<file path="config.mk">
export PLATFORM = sky130hd
export DESIGN_NAME = mem_crossbar
export DESIGN_NICKNAME = d
export VERILOG_FILES = /design/src/rtl/mem_crossbar_pkg.sv /design/src/rtl/mem_crossbar_addr_decode.sv /design/src/rtl/mem_crossbar.sv
export SDC_FILE = /design/constraint.sdc
export NUM_CORES = 1
export LEC_CHECK = 0
export CELL_PAD_IN_SITES_DETAIL_PLACEMENT = 0
export CELL_PAD_IN_SITES_GLOBAL_PLACEMENT = 1
export CORE_AREA = 5 5 237 239
export DETAILED_ROUTE_END_ITERATION = 8
export DIE_AREA = 0 0 242 244
export GPL_ROUTABILITY_DRIVEN = 1
export PLACE_DENSITY_LB_ADDON = 0.1
export SLEW_MARGIN = 10
export SYNTH_ARGS = -nofsm -noshare
export SYNTH_HDL_FRONTEND = slang
export SYNTH_SLANG_ARGS = --single-unit
</file>
<file path="constraint.sdc">
create_clock -name mxbar_clk_i -period 2.2 [get_ports mxbar_clk_i]
set_input_delay 0.44 -clock mxbar_clk_i [delete_from_list [all_inputs] [get_ports mxbar_clk_i]]
set_output_delay 0.44 -clock mxbar_clk_i [all_outputs]
set_load 0.01 [all_outputs]
</file>
<file path="src/rtl/mem_crossbar_pkg.sv">
`default_nettype none
// ============================================================================
//  Module   : mem_crossbar_pkg
//  Purpose  : Shared address map, target encoding and FSM state type for the
//             LSU-to-device crossbar and its LSU/difftest glue.
//  Revision : 1.0 - initial release
// ============================================================================
package mem_crossbar_pkg;

    localparam int          DW            = 64;

    // MMIO register addresses (CLINT timer registers and UART TX data)
    localparam logic [63:0] MMIO_MTIME    = 64'h0000_0000_0200_BFF8;
    localparam logic [63:0] MMIO_MTIMECMP = 64'h0000_0000_0200_4000;
    localparam logic [63:0] UART_ADDR     = 64'h0000_0000_A000_03F8;

    // Data memory window
    localparam logic [63:0] DMEM_BASE     = 64'h0000_0000_8000_0000;
    localparam logic [63:0] DMEM_SIZE     = 64'h0000_0000_0800_0000;

    // CLINT registers only accept full-width stores
    localparam logic [7:0]  WMASK_FULL    = 8'hFF;

    // Decoded slave target
    typedef enum logic [1:0] {
        TGT_DMEM  = 2'd0,
        TGT_CLINT = 2'd1,
        TGT_UART  = 2'd2,
        TGT_NONE  = 2'd3
    } tgt_e;

    // Crossbar transaction state
    typedef enum logic [1:0] {
        ST_IDLE  = 2'd0,
        ST_ISSUE = 2'd1,
        ST_WAIT  = 2'd2,
        ST_RESP  = 2'd3
    } state_e;

    // MMIO targets are invisible to the reference model, so difftest skips them
    function automatic logic tgt_is_mmio(input tgt_e tgt);
        return (tgt == TGT_CLINT) || (tgt == TGT_UART);
    endfunction

endpackage
`default_nettype wire

</file>
<file path="src/rtl/mem_crossbar_addr_decode.sv">
`default_nettype none
// ============================================================================
//  Module   : mxbar_addr_decode
//  Purpose  : Combinational byte-address to slave-target decoder.
//  Revision : 1.0 - initial release
// ============================================================================
module mxbar_addr_decode
    import mem_crossbar_pkg::*;
#(
    parameter int              DW            = 64,
    parameter logic [DW-1:0]   DMEM_BASE     = 64'h8000_0000,
    parameter logic [DW-1:0]   DMEM_SIZE     = 64'h0800_0000,
    parameter logic [DW-1:0]   UART_ADDR     = 64'hA000_03F8,
    parameter logic [DW-1:0]   MTIME_ADDR    = 64'h0200_BFF8,
    parameter logic [DW-1:0]   MTIMECMP_ADDR = 64'h0200_4000
) (
    input  logic [DW-1:0] addr_i,
    output tgt_e          tgt_o
);

    // Offset into the DMEM window; comparing the offset against the size
    // avoids forming BASE+SIZE, which could wrap for windows at the top of
    // the address space.
    logic [DW-1:0] dmem_off;
    assign dmem_off = addr_i - DMEM_BASE;

    // Priority decode: DMEM window first, then the exact-match MMIO registers
    always_comb begin
        tgt_o = TGT_NONE;
        if ((addr_i >= DMEM_BASE) && (dmem_off < DMEM_SIZE)) begin
            tgt_o = TGT_DMEM;
        end else if ((addr_i == MTIME_ADDR) || (addr_i == MTIMECMP_ADDR)) begin
            tgt_o = TGT_CLINT;
        end else if (addr_i == UART_ADDR) begin
            tgt_o = TGT_UART;
        end
    end

endmodule
`default_nettype wire

</file>
<file path="src/rtl/mem_crossbar.sv">
`default_nettype none
// ============================================================================
//  Module   : mem_crossbar
//  Purpose  : Single-outstanding LSU-to-device crossbar. Decodes each LSU
//             access to DMEM, CLINT, UART or unmapped, drives the selected
//             slave and returns one registered response with fault and
//             difftest-skip flags.
//  Revision : 1.0 - initial release
// ============================================================================
module mem_crossbar
    import mem_crossbar_pkg::*;
#(
    parameter int            DW        = 64,
    parameter logic [DW-1:0] DMEM_BASE = 64'h8000_0000,
    parameter logic [DW-1:0] DMEM_SIZE = 64'h0800_0000,
    parameter logic [DW-1:0] UART_ADDR = 64'hA000_03F8
) (
    input  logic          mxbar_clk_i,
    input  logic          mxbar_rst_n_i,

    // LSU request
    input  logic          lsu_req_valid_i,
    output logic          lsu_req_ready_o,
    input  logic [DW-1:0] lsu_req_addr_i,
    input  logic          lsu_req_wen_i,
    input  logic [DW-1:0] lsu_req_wdata_i,
    input  logic [7:0]    lsu_req_wmask_i,

    // LSU response
    output logic          lsu_rsp_valid_o,
    input  logic          lsu_rsp_ready_i,
    output logic [DW-1:0] lsu_rsp_rdata_o,
    output logic          lsu_rsp_err_o,
    output logic          lsu_rsp_skip_o,

    // Data memory
    output logic          dmem_req_valid_o,
    input  logic          dmem_req_ready_i,
    output logic [DW-1:0] dmem_req_addr_o,
    output logic          dmem_req_wen_o,
    output logic [DW-1:0] dmem_req_wdata_o,
    output logic [7:0]    dmem_req_wmask_o,
    input  logic          dmem_rsp_valid_i,
    input  logic [DW-1:0] dmem_rsp_rdata_i,

    // CLINT (single-cycle, combinational read data)
    output logic          clint_ren_o,
    output logic          clint_wen_o,
    output logic [DW-1:0] clint_rwaddr_o,
    output logic [DW-1:0] clint_wdata_o,
    input  logic [DW-1:0] clint_rdata_i,

    // UART TX
    output logic          uart_valid_o,
    input  logic          uart_ready_i,
    output logic [7:0]    uart_wdata_o
);

    state_e        state_q, state_d;
    tgt_e          tgt_q,   tgt_d;
    logic [DW-1:0] addr_q,  addr_d;
    logic          wen_q,   wen_d;
    logic [DW-1:0] wdata_q, wdata_d;
    logic [7:0]    wmask_q, wmask_d;
    logic [DW-1:0] rdata_q, rdata_d;
    logic          err_q,   err_d;
    logic          skip_q,  skip_d;

    tgt_e          req_tgt;

    mxbar_addr_decode #(
        .DW            (DW),
        .DMEM_BASE     (DMEM_BASE),
        .DMEM_SIZE     (DMEM_SIZE),
        .UART_ADDR     (UART_ADDR),
        .MTIME_ADDR    (DW'(MMIO_MTIME)),
        .MTIMECMP_ADDR (DW'(MMIO_MTIMECMP))
    ) u_addr_decode (
        .addr_i (lsu_req_addr_i),
        .tgt_o  (req_tgt)
    );

    // State and transaction registers; reset drops any in-flight access
    always_ff @(posedge mxbar_clk_i or negedge mxbar_rst_n_i) begin
        if (!mxbar_rst_n_i) begin
            state_q <= ST_IDLE;
            tgt_q   <= TGT_NONE;
            addr_q  <= '0;
            wen_q   <= 1'b0;
            wdata_q <= '0;
            wmask_q <= '0;
            rdata_q <= '0;
            err_q   <= 1'b0;
            skip_q  <= 1'b0;
        end else begin
            state_q <= state_d;
            tgt_q   <= tgt_d;
            addr_q  <= addr_d;
            wen_q   <= wen_d;
            wdata_q <= wdata_d;
            wmask_q <= wmask_d;
            rdata_q <= rdata_d;
            err_q   <= err_d;
            skip_q  <= skip_d;
        end
    end

    // Next-state logic and slave/LSU handshake strobes
    always_comb begin
        state_d          = state_q;
        tgt_d            = tgt_q;
        addr_d           = addr_q;
        wen_d            = wen_q;
        wdata_d          = wdata_q;
        wmask_d          = wmask_q;
        rdata_d          = rdata_q;
        err_d            = err_q;
        skip_d           = skip_q;
        lsu_req_ready_o  = 1'b0;
        lsu_rsp_valid_o  = 1'b0;
        dmem_req_valid_o = 1'b0;
        clint_ren_o      = 1'b0;
        clint_wen_o      = 1'b0;
        uart_valid_o     = 1'b0;

        case (state_q)
            ST_IDLE: begin
                lsu_req_ready_o = 1'b1;
                if (lsu_req_valid_i) begin
                    addr_d  = lsu_req_addr_i;
                    wen_d   = lsu_req_wen_i;
                    wdata_d = lsu_req_wdata_i;
                    wmask_d = lsu_req_wmask_i;
                    tgt_d   = req_tgt;
                    rdata_d = '0;
                    err_d   = 1'b0;
                    skip_d  = tgt_is_mmio(req_tgt);
                    state_d = ST_ISSUE;
                end
            end

            ST_ISSUE: begin
                case (tgt_q)
                    TGT_CLINT: begin
                        // Partial stores to the 64-bit timer registers fault
                        if (wen_q && (wmask_q != WMASK_FULL)) begin
                            err_d = 1'b1;
                        end else begin
                            clint_ren_o = !wen_q;
                            clint_wen_o = wen_q;
                            if (!wen_q) begin
                                rdata_d = clint_rdata_i;
                            end
                        end
                        state_d = ST_RESP;
                    end
                    TGT_UART: begin
                        // TX data register is write-only
                        if (!wen_q) begin
                            err_d   = 1'b1;
                            state_d = ST_RESP;
                        end else begin
                            uart_valid_o = 1'b1;
                            if (uart_ready_i) begin
                                state_d = ST_RESP;
                            end
                        end
                    end
                    TGT_DMEM: begin
                        dmem_req_valid_o = 1'b1;
                        if (dmem_req_ready_i) begin
                            state_d = ST_WAIT;
                        end
                    end
                    default: begin
                        err_d   = 1'b1;
                        state_d = ST_RESP;
                    end
                endcase
            end

            ST_WAIT: begin
                if (dmem_rsp_valid_i) begin
                    if (!wen_q) begin
                        rdata_d = dmem_rsp_rdata_i;
                    end
                    state_d = ST_RESP;
                end
            end

            ST_RESP: begin
                lsu_rsp_valid_o = 1'b1;
                if (lsu_rsp_ready_i) begin
                    state_d = ST_IDLE;
                end
            end

            default: begin
                state_d = ST_IDLE;
            end
        endcase
    end

    // Slave payloads come straight from the latched request so they stay
    // stable for the whole handshake
    assign dmem_req_addr_o  = addr_q;
    assign dmem_req_wen_o   = wen_q;
    assign dmem_req_wdata_o = wdata_q;
    assign dmem_req_wmask_o = wmask_q;
    assign clint_rwaddr_o   = addr_q;
    assign clint_wdata_o    = wdata_q;
    assign uart_wdata_o     = wdata_q[7:0];

    assign lsu_rsp_rdata_o  = rdata_q;
    assign lsu_rsp_err_o    = err_q;
    assign lsu_rsp_skip_o   = skip_q;

endmodule
`default_nettype wire

</file>
==> flow_metrics.py, run 1 <==
metrics = {
    "status": {
        "outcome": "finished with violations",
        "violations": "negative setup slack",
    },
    "synth": {
        "ys_types": 59,
        "yosysSeqAreaShare_pct": 50.2,
        "synth-seq-cells": 207,
        "ys_top_cells_by_area": "dfrtp_1, nand2_1, buf_4",
        "synth_top_area_share_pct": 49.7,
        "yosys.area.top_type": "dfrtp_1",
        "synth.avg_cell_area_um2": 8.44,
        "synth_edf_count": 0,
        "ys_warn_count": 0,
        "async_flop_share_pct": 100,
        "syn-num-nets": 1500,
        "synth_cells": 1223,
        "netlist_area_um2": 10300,
        "ys.flop_type": "dfrtp_1",
    },
    "global_route": {
        "grt_start_max_net_pins": 79,
        "grt_antenna_before_repair": 2,
        "grt_pass1_vias": 10700,
        "grt_pass1_wl_um": 72200,
        "grt_usage_pct": 15.8,
        "grt_overflow": 0,
    },
    "setup_path": {
        "crit_type": "reg2out",
        "crit_required_ns": 1.76,
        "startpoint_type": "register",
        "regToRegStartpoint": "state_q[0]",
        "arrival_ns": 1.77,
        "rrSetupSlack_ns": 0.17,
        "worstSetupEndpointType": "output pin",
        "crit_fanout": 3,
        "timing.rr.end": "tgt_q[1]",
        "worstRegToRegCells": 9,
    },
    "cts": {
        "clock-sinks": 207,
        "cts_tree": "yes",
        "cts_made_buffers": 27,
        "cts_buffer_depth": 3,
        "clk_pin_slew_worst_paths_ns": 0.06,
        "clkLatencyLatePin_ns": 0.55,
        "cts-root-buf": "clkbuf_16",
        "h-tree-depth": 1,
        "post_cts_buffers": 0,
    },
    "floorplanning": {
        "die_area_um2": 59000,
        "core_area_um2": 53600,
        "start_util_pct": 19.3,
        "die_h_um": 244,
        "rows": 85,
        "ios": 617,
        "die-width_um": 242,
    },
    "timing": {
        "slew_headroom_pct": 53.5,
        "fmax_ghz": 0.452,
        "final.period_utilization_pct": 101,
        "drv_slew": 0,
        "whs_ns": 0.391,
        "fin_tns_setup_ns": -0.0146,
        "clock_skew_ns": 0.0163,
        "fin_ws_ns": -0.0146,
        "setup_viol": 1,
        "finalHoldViolations": 0,
        "worst_pin_slew_ns": 0.698,
        "rsz0062_at_grt": "yes",
        "fin_crit_ns": 2.21,
    },
    "routing": {
        "initialDrtViolationCount": 495,
        "via_per_inst": 4.07,
        "vias": 10000,
        "routed_wl_um": 49000,
        "drt_pass1_iterations": 4,
        "drt-wirelength-per-cell_um": 19.9,
        "route.detailed.drc": 0,
        "drtAntennaViolNets": 0,
    },
    "power": {
        "peakVddDrop_mv": 0.626,
        "powerDensity_nw_per_um2": 1350,
        "power.total_mw": 23.9,
        "leakage_nw": 7.83,
    },
    "final_layout": {
        "multi_input_area_um2": 3890,
        "drive_gt1_share_pct": 8.84,
        "synthToLayoutAreaGrowth_pct": 72.2,
        "area.sequential_um2": 5180,
        "nFillCells": 5640,
        "layout.nets": 2025,
    },
    "place": {
        "place_hpwl_um": 38200,
        "gp_congestion": 0.775,
        "port_buffers": 616,
        "place_ws_ns": -0.493,
    },
    "hold_path": {
        "hp-class": "in2async",
    },
    "job": {
        "cap_violations": 0,
    },
}
==> sequential cells by signal, indices dropped and copies added, names as in the netlist <==
register / count
clint_rwaddr_o: 64
clint_wdata_o: 64
lsu_rsp_rdata_o: 64
dmem_req_wmask_o: 8
state_q: 2
tgt_q: 2
dmem_req_wen_o: 1
lsu_rsp_err_o: 1
lsu_rsp_skip_o: 1
==> worst max-delay path, cell delays in order (launching register included) <==
cell	delay (ns)
dfrtp_1	0.36
nand4_1	0.17
nor4_2	0.29
buf_4	0.15
and2_4	0.14
buf_6	0.11
==> layer usage <==
| metal | part of all wire, % | track usage (%) |
|---|---|---|
| met1 | 40 | 18.5 |
| met2 | 52 | 28.9 |
| met3 | 6.1 | 4.21 |
| met4 | 2.5 | 3.61 |
| met5 | 0 | 0 |
==> kinds of logic after synthesis <==
| kind of cell | after synthesis | synth area share, % |
|---|---|---|
| buf+inv | 211 | 12.6 |
| mux | 2 | 0.206 |
| xor+xnor | 2 | 0.170 |
| compound gates | 167 | 11.0 |
| flops | 207 | 50.2 |
| fa+ha+maj | 5 | 0.606 |
| simple gates | 629 | 25.1 |
==> cell usage after synthesis, types with 2 or more instances <==
| cell | number |
|---|---|
| nor3_1 | 6 |
| nand3b_1 | 2 |
| nor3b_1 | 2 |
| nor4_2 | 2 |
| a21oi_1 | 7 |
| buf_1 | 4 |
| and2_1 | 2 |
| dfstp_2 | 2 |
| buf_2 | 2 |
| nand4_1 | 6 |
| a32oi_1 | 2 |
| o22ai_1 | 2 |
| buf_4 | 136 |
| o21ai_0 | 76 |
| or2_2 | 2 |
| ha_1 | 5 |
| clkbuf_1 | 61 |
| inv_1 | 8 |
| o21ai_1 | 2 |
| nor4b_1 | 2 |
| nor3_2 | 3 |
| xnor2_1 | 2 |
| a22o_1 | 64 |
| nand3_1 | 4 |
| and4b_1 | 3 |
| o2111ai_1 | 2 |
| dfrtp_1 | 205 |
| nor2_1 | 22 |
| and3_1 | 2 |
| and4_1 | 2 |
| nand2_1 | 544 |
| nand2b_1 | 6 |
| a31oi_1 | 2 |
| nor4_1 | 6 |
==> stage by stage <==
| stage | util (%) | std cells | area (µm²) |
|---|---|---|---|
| final | 33.2 | 2461 | 17800 |
| after global routing | 33.1 | 2460 | 17800 |
| after global placement | 31.5 | 2414 | 16900 |
| after detailed placement | 31.5 | 2414 | 16900 |
| after floorplan | - | 1223 | 10300 |
| after CTS | 33.1 | 2460 | 17700 |
==> power by group <==
group | total (mW) | switching [mW] | internal, mW
combinational | 12.9 | 6.17 | 6.75
clock | 4.27 | 1.72 | 2.55
sequential | 6.74 | 1.43 | 5.31
==> layout make-up <==
type / count / area share (%)
timing repair buffer: 699 / 39.2
sequential: 207 / 29.2
multi-input combinational: 805 / 21.9
tap: 696 / 4.90
clock buffer: 41 / 4.44
clock inverter: 4 / 0.253
inverter: 8 / 0.169
antenna: 1 / 0.0141
==> placed cells by master, fill, tap and decap left out, drive strengths merged, types with 2 or more instances in the layout <==
master	count
dfstp	2
and4	2
and4b	3
clkdlybuf4s50	608
a22o	64
clkinv	3
dfrtp	205
nor4b	3
and2	2
a32oi	2
a21oi	7
and3	3
a31oi	2
nor4	8
nand2	545
inv	8
o2111ai	2
dlygate4sd2	2
ha	5
nand3	4
or2	3
or4	2
xnor2	2
buf	88
nand4	6
nand3b	2
nor2	22
clkbuf	41
o21ai	78
nand2b	6
nor3b	2
o22ai	2
nor3	10
==> what timing repair did <==
| item | in CTS | in global routing |
|---|---|---|
| pin swaps | 1 | 2 |
| endpoints found under the setup margin | 7 | 37 |
| hold buffers | 1 | 0 |
| endpoints found under the hold margin | 43 | 0 |
| resized for setup | 28 | 8 |
==> worst max-delay path by stage <==
stage	from	end	cells after the start
after floorplan	lsu_req_addr_i[31]	tgt_q[1]	9
after global placement	lsu_req_addr_i[32]	tgt_q[0]	9
after detailed placement	lsu_req_addr_i[32]	tgt_q[1]	9
after CTS	state_q[1]	clint_wen_o	7
after global routing	tgt_q[0]	clint_wen_o	5
final	dmem_req_wmask_o[7]	clint_wen_o	5
Note: power is estimated with default switching activity, not from simulation.
==> run 2: changes to the inputs <==
==> constraint.sdc (replaced) <==
create_clock -name mxbar_clk_i -period 2.2 [get_ports mxbar_clk_i]
set_input_delay 0.44 -clock mxbar_clk_i [delete_from_list [all_inputs] [get_ports mxbar_clk_i]]
set_output_delay 0.44 -clock mxbar_clk_i [all_outputs]
set_load 0.005 [all_outputs]
==> run 2 against run 1 <==
Against the previous run: the flow still finishes with violations (negative setup slack); sequential share of layout area down 0.20 points; first-iteration DRC count is 7.3% lower; global-route usage shrank 0.056 points; largest power group unchanged.
==> flow_metrics.py, run 2 (synthesis results as in run 1) <==
metrics = {
    "status": {
        "outcome": "finished with violations",
        "violations": "negative setup slack",
    },
    "setup_path": {
        "cp_slowest_cell": "dfstp_2",
        "path_delay_family": "flip-flops",
        "crit_chain": "nand2_1, nor4_2, buf_4, and2_4, buf_6",
        "crit_fanout": 2,
        "crit_required_ns": 1.76,
        "startpoint_type": "register",
        "worstSetupEndpointType": "output pin",
        "cp_num_buf_inv": 2,
        "rrSetupSlack_ns": 0.19,
        "arrival_ns": 1.81,
        "slowest_delay_ns": 0.53,
        "crit_type": "reg2out",
    },
    "final_layout": {
        "final_util_pct": 33.4,
        "final_common_cell": "clkdlybuf4s50_1",
        "synthToLayoutAreaGrowth_pct": 73.4,
        "final_area_um2": 17900,
        "nFillCells": 5672,
        "layout.nets": 2022,
        "final_cell_mix": "clkdlybuf4s50_1, nand2_1, dfrtp_1",
        "drive_gt1_share_pct": 9.17,
    },
    "timing": {
        "rsz0062_at_grt": "yes",
        "finalHoldViolations": 0,
        "clock_skew_ns": 0.00918,
        "fin_crit_ns": 2.25,
        "slew_headroom_pct": 52.8,
        "whs_ns": 0.366,
        "final.period_utilization_pct": 102,
        "fin_ws_ns": -0.0533,
        "fmax_ghz": 0.444,
        "drv_slew": 0,
        "worst_pin_slew_ns": 0.708,
        "fin_tns_setup_ns": -0.0533,
        "setup_viol": 1,
    },
    "global_route": {
        "grt_start_max_net_pins": 79,
        "grt_antenna_before_repair": 5,
        "grt_usage_pct": 15.7,
        "grt_pass1_wl_um": 72100,
        "grt_overflow": 0,
        "grt_pass1_vias": 10600,
    },
    "cts": {
        "clkLatencyLatePin_ns": 0.55,
        "cts_buffer_depth": 3,
        "clk_pin_slew_worst_paths_ns": 0.06,
        "h-tree-depth": 1,
        "cts_made_buffers": 29,
        "clock-sinks": 207,
        "cts_tree": "yes",
        "cts-root-buf": "clkbuf_16",
    },
    "power": {
        "powerDensity_nw_per_um2": 1300,
        "peakVddDrop_mv": 0.743,
        "power.total_mw": 23.3,
        "leakage_nw": 7.89,
    },
    "floorplanning": {
        "die_h_um": 244,
        "die_area_um2": 59000,
        "ios": 617,
        "core_area_um2": 53600,
        "rows": 85,
        "start_util_pct": 19.3,
        "die-width_um": 242,
    },
    "place": {
        "port_buffers": 616,
        "place_hpwl_um": 37800,
        "post_dp_cell_area_um2": 16800,
        "gp_congestion": 0.780,
    },
    "job": {
        "cap_violations": 0,
    },
    "routing": {
        "initialDrtViolationCount": 459,
        "drtAntennaViolNets": 0,
        "drt-wirelength-per-cell_um": 19.8,
        "routed_wl_um": 48800,
        "vias": 9982,
        "route.detailed.drc": 0,
        "drt_pass1_iterations": 4,
        "via_per_inst": 4.05,
    },
    "hold_path": {
        "hp-class": "in2reg",
    },
}
## run 2: changes by cell type in the layout (fill, tap and decap cells not counted), sizes merged
| cell | previous run | this run |
|---|---|---|
| buf | 88 | 82 |
| bufinv | 1 | 3 |
| clkbuf | 41 | 42 |
| clkdlybuf4s50 | 608 | 607 |
| clkinv | 3 | 7 |
| clkinvlp | 0 | 1 |
| diode | 1 | 3 |
| dlymetal6s2s | 0 | 1 |
| inv | 8 | 9 |
## run 2: layout make-up
| type | count | area, µm² | area share (%) |
|---|---|---|---|
| diodes | 3 | 7.51 | 0.0420 |
| flip-flops and latches | 207 | 5180 | 29.0 |
| clock buffers | 41 | 851 | 4.75 |
| repair buffers | 694 | 6930 | 38.7 |
| clock inverters | 12 | 141 | 0.790 |
| multi-input cells | 805 | 3890 | 21.7 |
| well taps | 696 | 871 | 4.87 |
| inverters | 8 | 30.0 | 0.168 |
## run 2: worst min-delay path: cells and delay by family
kind,cells,cell delay (ns)
buf+inv,3,0.35
compound gates,1,0.07
## run 2: layer usage
layer	up-vias	GRT usage, %	part of all wire [%]
li1	4896	-	-
met5	-	0	0.027
met3	66	4.17	6.4
met4	2	4.55	2.9
met2	344	28.4	51
met1	4674	18.4	40
## run 2: power breakdown
group,internal (mW),switching [mW],leakage [nW]
clock,3.03,1.84,0.494
sequential,5.31,1.43,2.65
combinational,6.62,5.12,4.75
total,15.0,8.39,7.89
## run 2: timing repair
action	4_1_cts	5_1_grt
setup buffers	1	1
hold endpoints to repair	40	0
resized for setup	24	9
hold buffers	1	0
pin swaps	1	6
gates cloned	0	0
setup endpoints to repair	8	14
## run 2: path summary, 6_finish.rpt
path,startpoint,end,depth (start not counted)
max,tgt_q[0],clint_wen_o,5
min,lsu_req_addr_i[32],clint_rwaddr_o[32],4
max reg2reg,state_q[1],lsu_rsp_rdata_o[22],9
min reg2reg,lsu_rsp_rdata_o[45],lsu_rsp_rdata_o[45],2
max in group asynchronous,mxbar_rst_n_i,tgt_q[0],3
min in group asynchronous,mxbar_rst_n_i,clint_rwaddr_o[14],2
## run 2: through the flow
| step | instances | setup WS, ns |
|---|---|---|
| 6_report | 2466 | -0.0533 |
| 5_1_grt | 2464 | -0.135 |
| 4_1_cts | 2462 | -0.157 |
| 3_5_place_dp | 2407 | -0.551 |
| 3_3_place_gp | 2407 | -0.542 |
| 2_1_floorplan | 1223 | 0.186 |
